===== config.mk =====
export PLATFORM = sky130hd
export DESIGN_NAME = ej32_ss
export DESIGN_NICKNAME = d
export VERILOG_FILES = /design/src/rtl/ej32_pkg.sv /design/src/rtl/ej32_ss_ram.sv /design/src/rtl/ej32_ss.sv
export SDC_FILE = /design/constraint.sdc
export NUM_CORES = 2
export LEC_CHECK = 0
export CORE_MARGIN = 1
export CORE_UTILIZATION = 50
export DETAILED_ROUTE_END_ITERATION = 7
export PLACE_DENSITY = 0.64
export SKIP_CTS_REPAIR_TIMING = 1
export SLEW_MARGIN = 20
export SYNTH_ARGS = -nofsm -noshare
export SYNTH_HDL_FRONTEND = slang
export SYNTH_SLANG_ARGS = --single-unit

===== constraint.sdc =====
create_clock -name clk -period 6.4 [get_ports clk]
set_input_delay 1.28 -clock clk [delete_from_list [all_inputs] [get_ports clk]]
set_output_delay 1.28 -clock clk [all_outputs]
set_load 0.01 [all_outputs]

===== src/rtl/ej32_pkg.sv =====
// Shared eJ32 types: stack op encoding and default data-stack geometry.
package ej32_pkg;

   typedef enum logic [1:0] {
      sNOP  = 2'd0,
      sPOP  = 2'd1,
      sPUSH = 2'd2,
      sMOVE = 2'd3
   } stack_op;

   localparam int SS_DEPTH = 64;
   localparam int SS_DW    = 32;

endpackage


===== src/rtl/ej32_ss_ram.sv =====
// Data-stack register file: one synchronous write port, two asynchronous read ports.
module ss_ram #(
   parameter int DEPTH = 64,
   parameter int DW    = 32,
   parameter int AW    = $clog2(DEPTH)
) (
   input  logic          clk,
   input  logic          we,
   input  logic [AW-1:0] wa,
   input  logic [DW-1:0] wd,
   input  logic [AW-1:0] ra0,
   output logic [DW-1:0] rd0,
   input  logic [AW-1:0] ra1,
   output logic [DW-1:0] rd1
);

   logic [DW-1:0] mem [DEPTH];

   always_ff @(posedge clk) begin
      if (we) mem[wa] <= wd;
   end

   assign rd0 = mem[ra0];
   assign rd1 = mem[ra1];

endmodule


===== src/rtl/ej32_ss.sv =====
// eJ32 data-stack slave: circular stack with depth tracking, sticky flags and a pick port.
module ej32_ss
   import ej32_pkg::*;
#(
   parameter int DEPTH = SS_DEPTH,
   parameter int DW    = SS_DW,
   localparam int AW   = $clog2(DEPTH)
) (
   input  logic          clk,
   input  logic          rst,
   input  stack_op       op,
   input  logic [DW-1:0] vi,
   output logic [DW-1:0] s,
   input  logic [AW-1:0] pidx,
   output logic [DW-1:0] pv,
   output logic [AW:0]   depth,
   output logic          full,
   output logic          empty,
   output logic          ovf,
   output logic          udf,
   input  logic          clr
);

   localparam logic [AW:0] DFULL = (AW+1)'(DEPTH);

   logic [AW-1:0] sp, sp_n, sp_inc, sp_dec, wa;
   logic [AW:0]   depth_n;
   logic [DW-1:0] s_n, rd_pop;
   logic          ovf_n, udf_n, we;

   assign sp_inc = sp + 1'b1;
   assign sp_dec = sp - 1'b1;
   assign full   = (depth == DFULL);
   assign empty  = (depth == '0);

   ss_ram #(
      .DEPTH (DEPTH),
      .DW    (DW),
      .AW    (AW)
   ) u_ram (
      .clk (clk),
      .we  (we),
      .wa  (wa),
      .wd  (vi),
      .ra0 (sp_dec),
      .rd0 (rd_pop),
      .ra1 (sp - pidx),
      .rd1 (pv)
   );

   // flag set takes priority over clr because the set assignments come last
   always_comb begin
      we      = 1'b0;
      wa      = sp;
      sp_n    = sp;
      depth_n = depth;
      s_n     = s;
      ovf_n   = ovf & ~clr;
      udf_n   = udf & ~clr;
      case (op)
         sPUSH: begin
            we   = rst;
            wa   = sp_inc;
            sp_n = sp_inc;
            s_n  = vi;
            if (full) ovf_n = 1'b1;
            else      depth_n = depth + 1'b1;
         end
         sPOP: begin
            sp_n = sp_dec;
            s_n  = rd_pop;
            if (empty) udf_n = 1'b1;
            else       depth_n = depth - 1'b1;
         end
         sMOVE: begin
            we  = rst;
            s_n = vi;
         end
         default: ;
      endcase
   end

   always_ff @(posedge clk or negedge rst) begin
      if (!rst) begin
         sp    <= '0;
         depth <= '0;
         s     <= '0;
         ovf   <= 1'b0;
         udf   <= 1'b0;
      end else begin
         sp    <= sp_n;
         depth <= depth_n;
         s     <= s_n;
         ovf   <= ovf_n;
         udf   <= udf_n;
      end
   end

endmodule


Yosys cells after proc, flatten, opt, wreduce, memory -nomap -nowiden
Memories as Yosys holds them, arrays and structs flattened.
Index checks and enable logic that the tools add are counted.
{"block": "word_totals", "regBits": 47, "ramBits": 2048, "in_bits": 43, "word_cells": 38, "n_memories": 1}
{"name": "u_ram.mem", "words": 64, "word_bits": 32, "read_ports": 2, "rd_ports_with_merged_regs": 0, "write_ports": 1, "line_no": "ej32_ss_ram.sv:17", "rtl": "logic [DW-1:0] mem [DEPTH];"}
{"block": "op_classes", "add_sub_neg": 5, "n_eq_ne": 6, "muxes": 13, "bitwise": 3, "reduce_logical": 5}
{"cell": "case mux 32 bit (2 select lines)", "count": 1}
{"cell": "2-to-1 mux 7 bit", "count": 2}
{"cell": "case mux 7 bit (2 select lines)", "count": 1}
{"cell": "case mux 6 bit (2 select lines)", "count": 1}
{"cell": "adder 7 x 1 -> 7 bit (second input constant)", "count": 1}
{"cell": "equality test 7 bit (second input constant)", "count": 1}
{"cell": "zero test 7 bit", "count": 1}
{"cell": "2-to-1 mux 1 bit", "count": 7}
{"cell": "subtractor 7 x 1 -> 7 bit (second input constant)", "count": 1}
{"cell": "adder 6 x 1 -> 6 bit (second input constant)", "count": 1}
{"cell": "2-to-1 mux 6 bit", "count": 1}
{"cell": "subtractor 6 x 1 -> 6 bit (second input constant)", "count": 1}
{"cell": "subtractor 6 bit", "count": 1}
{"cell": "equality test 2 bit (second input constant)", "count": 2}
{"cell": "!= test 2 bit (second input constant)", "count": 2}
{"cell": "nonzero test 2 bit", "count": 2}
{"cell": "AND reduction 3 bit", "count": 1}
{"cell": "bitwise AND 1 bit", "count": 2}
{"cell": "equality test 2 x 1 -> 1 bit (second input constant)", "count": 1}
{"cell": "OR reduction 2 bit", "count": 1}
{"cell": "inverter 1 bit", "count": 1}

Longest topological paths before layout
{"block": "logic_depth", "ltp_word": 5, "depth_mapped": 13, "ltp_nobuf": 11}

Cells and area by module
Synthesis repeated with hierarchy kept, for this count alone.
{"block": "unflattened", "hier_cells": 4664, "area_unflattened_um2": 97325.8}
{"module": "ss_ram", "instances": 1, "cells_each": 4348, "area_each_um2": 94379.3, "seq_area_each_um2": 61499.0}
{"module": "ej32_ss", "instances": 1, "cells_each": 316, "area_each_um2": 2946.6, "seq_area_each_um2": 1176.1}

Worst setup path before layout
Ideal clock, no wire load.
{"block": "synth_timing", "path_type": "input to output", "start": "in pidx[0]", "end": "out pv[0]", "arrival_time_ps": 3773, "required_time_ps": 5120, "path_slack_ps": 1347, "cell_stages": 9, "path_buffers": 3, "cell_sequence": "ha_1 > fa_1 > buf_2 > clkbuf_1 > clkbuf_1 > mux4_2 > mux4_2 > mux2i_1 > mux2i_1"}
{"block": "synth_between", "elab_chain_len": 2}
{"item": "start, declared", "line_no": "ej32_ss.sv:14", "rtl": "input logic [AW-1:0] pidx,"}
{"item": "subtractor 6 bit", "line_no": "ej32_ss.sv:47", "rtl": ".ra1 (sp - pidx),"}
{"item": "memory read (64 x 32 bit)"}
{"item": "end, declared", "line_no": "ej32_ss.sv:15", "rtl": "output logic [DW-1:0] pv,"}
No other way between the ends.

Final worst setup path
{"block": "layout_timing", "start": "in pidx[0]", "end": "out pv[8]"}
Same word-level chain as after synthesis.

==> results.md <==
* Flop2flop setup slack at between 1.5 and 2 ns
* Crit end category: output pin
* ANT nets after route at 0
* Die area at slightly below 200000 sq um
* Grt ovf at 0
* CP Class: in -> out
* Top_reg_cell synth: edfxtp_1
* P&R area growth vs syn at 14.8%
* # DRC at 0
* R2R cell count at 8
* CP most frequent cell: buf_12
* Root buffer cell: clkbuf_16
* CP max FO at 16
* Max Clk Rate at 0.156 GHz
* Relative slew slack at 0.246
* Antenna violations before repair at 13
* Critical path arrival at 5.11 ns
* Reg2reg end: s[5]
* Site Rows at 160
* Crit path max-delay family: buffers and inverters
* Crit path buf inv count at 6
* Initial Utilization at 0.504
* Non-filler cells in the finished layout at 7460
* Fin crit period at around 6.4 ns
* Cell Chain, Critical Path: clkdlybuf4s50_1 > buf_4 > ha_4 > fa_4 > buf_12 > buf_12 > buf_12 > mux4_2 > mux4_2 > mux2i_4 > mux2i_1 > clkdlybuf4s50_1
* Max-Cap Viols at 0
* Clock sink count at between 2000 and 2500
* Unique cell type count in the Yosys netlist at 51
* #FFs+latches synth at 2095
* Vias/cell at 7.28
* Multi-input logic area at 32200 sq um
* Share of layout cells above drive strength 1 at 0.395
* Asr flop ratio synth at 0.0224
* R2R Path Start: sp[0]
* Actual slew at the worst max-slew pin at 1.13 ns
* Setup_tns at 0 ns
* Sequential-to-total area share from yosys stat at 0.654
* Leakage at around 34 nW
* Routed WL at 309000 um
* Clock buffer depth at 3
* Slowest CP cell: fa_4
* Yosys Warn Count at 0
* Final period util at 0.999
* Max H-tree Level at 4
* GRT Total Usage at 0.320
* GPL Wtd Cong at 0.829
* Mapped Nets at ~4500
* Mapped Cells at roughly 4400
* PortBufs at ~120
* Vias in the first global route at about 54000
* Total power divided by cell area at 489 nW/um^2
* CTS tree: built
* DP Worst Slack at -0.155 ns
* Fillers at roughly 14000
* Clock Latency Late Sink at 0.86 ns
* DP HPWL at approximately 170000 um
* Commonest non-fill, non-tap cell in the layout: edfxtp_1
* Global-route wire length before repair at around 420000 um
* EDFF count, synth at roughly 2000
* CTS clk-pin slew, worst paths at 0.06 ns
* Io pins at about 120
* WL per Instance at 41.4 um
* Worst hold path type: in -> async
* Most frequent cells in the layout: edfxtp_1 (2048), mux4_2 (1152), a22oi_1 (260)
* Max-slew violations at 0
* TritonRoute pass-1 iters at 5
* Core area at roughly 190000 sq um
* Final hold vios at 0
* Number of placed instances, taps included at 7034
* Nets at between 4000 and 5000
* Final WS setup at 0.00649 ns
* Vias at ~54000
* Chip height at between 400 and 500 um
* Setup Viol. Count Final at 0
* Reg area at approximately 63000 sq um
* Status: finished clean
* WP data required at a little over 5 ns
* Final Util at 0.579
* Cell Area, Synth at 95800 sq um
* Largest net degree at the start of global routing at ~110
* Clock skew at roughly 0.047 ns
* RSZ-0062 raised after global routing: yes
* Worst vdd ir at approximately 770 uV
* Max incr delay on CP at about 0.80 ns
* Syn avg cell area at about 22 sq um
* Die X-Extent at roughly 440 um
* Cts bufs inserted at roughly 220
* Initial DRC count at between 7000 and 8000
* WHS at 0.464 ns
* Worst setup SP type: input port
report_power, final:
group	leakage, nW	internal, mW	total, mW	switching [mW]
clock network	3.40	7.10	12.5	5.39
logic	12.0	12.0	25.6	13.6
registers	19.0	15.4	15.7	0.304
total	34.3	34.5	53.8	19.3
layout make-up:
cell class,count,share of cell area
well taps,2511,0.0285
clock buffers,288,0.0531
clock inverters,116,0.0102
multi-input cells,1969,0.293
diodes,3,0.0000682
flip-flops and latches,2095,0.569
inverters,19,0.000648
repair buffers,459,0.0454
how the worst max path moves through the flow:
stage               slack, ns  depth (start not counted)     from     end
CTS                     -0.17                         12  pidx[0]  pv[10]
detailed placement      -0.16                         12  pidx[0]  pv[10]
floorplan                1.35                          9  pidx[0]   pv[0]
global route            -0.02                         12  pidx[0]   pv[8]
finish                  0.006                         12  pidx[0]   pv[8]
global placement        -0.17                         12  pidx[0]  pv[10]
cell families (layout without fill, tap and decap cells):
kind of cell,after synthesis,count (layout),share of synthesized area
compound gates,502,502,0.0341
flops,2095,2095,0.654
xor+xnor,20,20,0.00183
fa+ha+maj,14,14,0.00191
simple gates,181,181,0.00899
other cells,0,3,0
mux,1252,1252,0.281
buf+inv,376,882,0.0180
synth_stat cells (all sizes together), types with 3 or more instances:
| library cell | count | area [sq um] |
|---|---|---|
| o22ai | 35 | 219 |
| clkbuf | 182 | 684 |
| mux2i | 97 | 971 |
| inv | 18 | 67.6 |
| xnor2 | 15 | 131 |
| mux2 | 3 | 33.8 |
| ha | 13 | 163 |
| nor2 | 74 | 278 |
| nand4 | 3 | 18.8 |
| mux4 | 1152 | 25900 |
| a32o | 3 | 30.0 |
| a21oi | 173 | 866 |
| nor4 | 32 | 200 |
| buf | 175 | 973 |
| a22o | 3 | 26.3 |
| a22oi | 260 | 1950 |
| nand2 | 35 | 131 |
| nor3 | 8 | 45.0 |
| o21ai | 15 | 75.1 |
| nand2b | 8 | 50.1 |
| dfrtp | 47 | 1180 |
| nand3 | 7 | 35.0 |
| o31ai | 3 | 22.5 |
| edfxtp | 2048 | 61500 |
| xor2 | 5 | 43.8 |
state kept, by name, indices dropped and copies added (netlist names):
| signal | count |
|---|---|
| u_ram.mem | 2048 |
| s | 32 |
| depth | 7 |
| sp | 6 |
| ovf | 1 |
| udf | 1 |
routing by layer:
metal  track usage  share of wire  vias up
met5             0              0        -
met4         0.105          0.037        0
met3        0.0698           0.11      590
met2         0.505           0.48     3570
met1         0.446           0.37    29659
li1              -              -    20485
per-stage QoR:
stage | area, sq um | power [mW]
global route | 110000 | 55.3
finish | 110000 | 53.8
floorplan | 95800 | 30.8
detailed placement | 103000 | 40.8
global placement | 103000 | 40.8
CTS | 110000 | 53.2
Note: power is estimated with default switching activity, not from simulation.
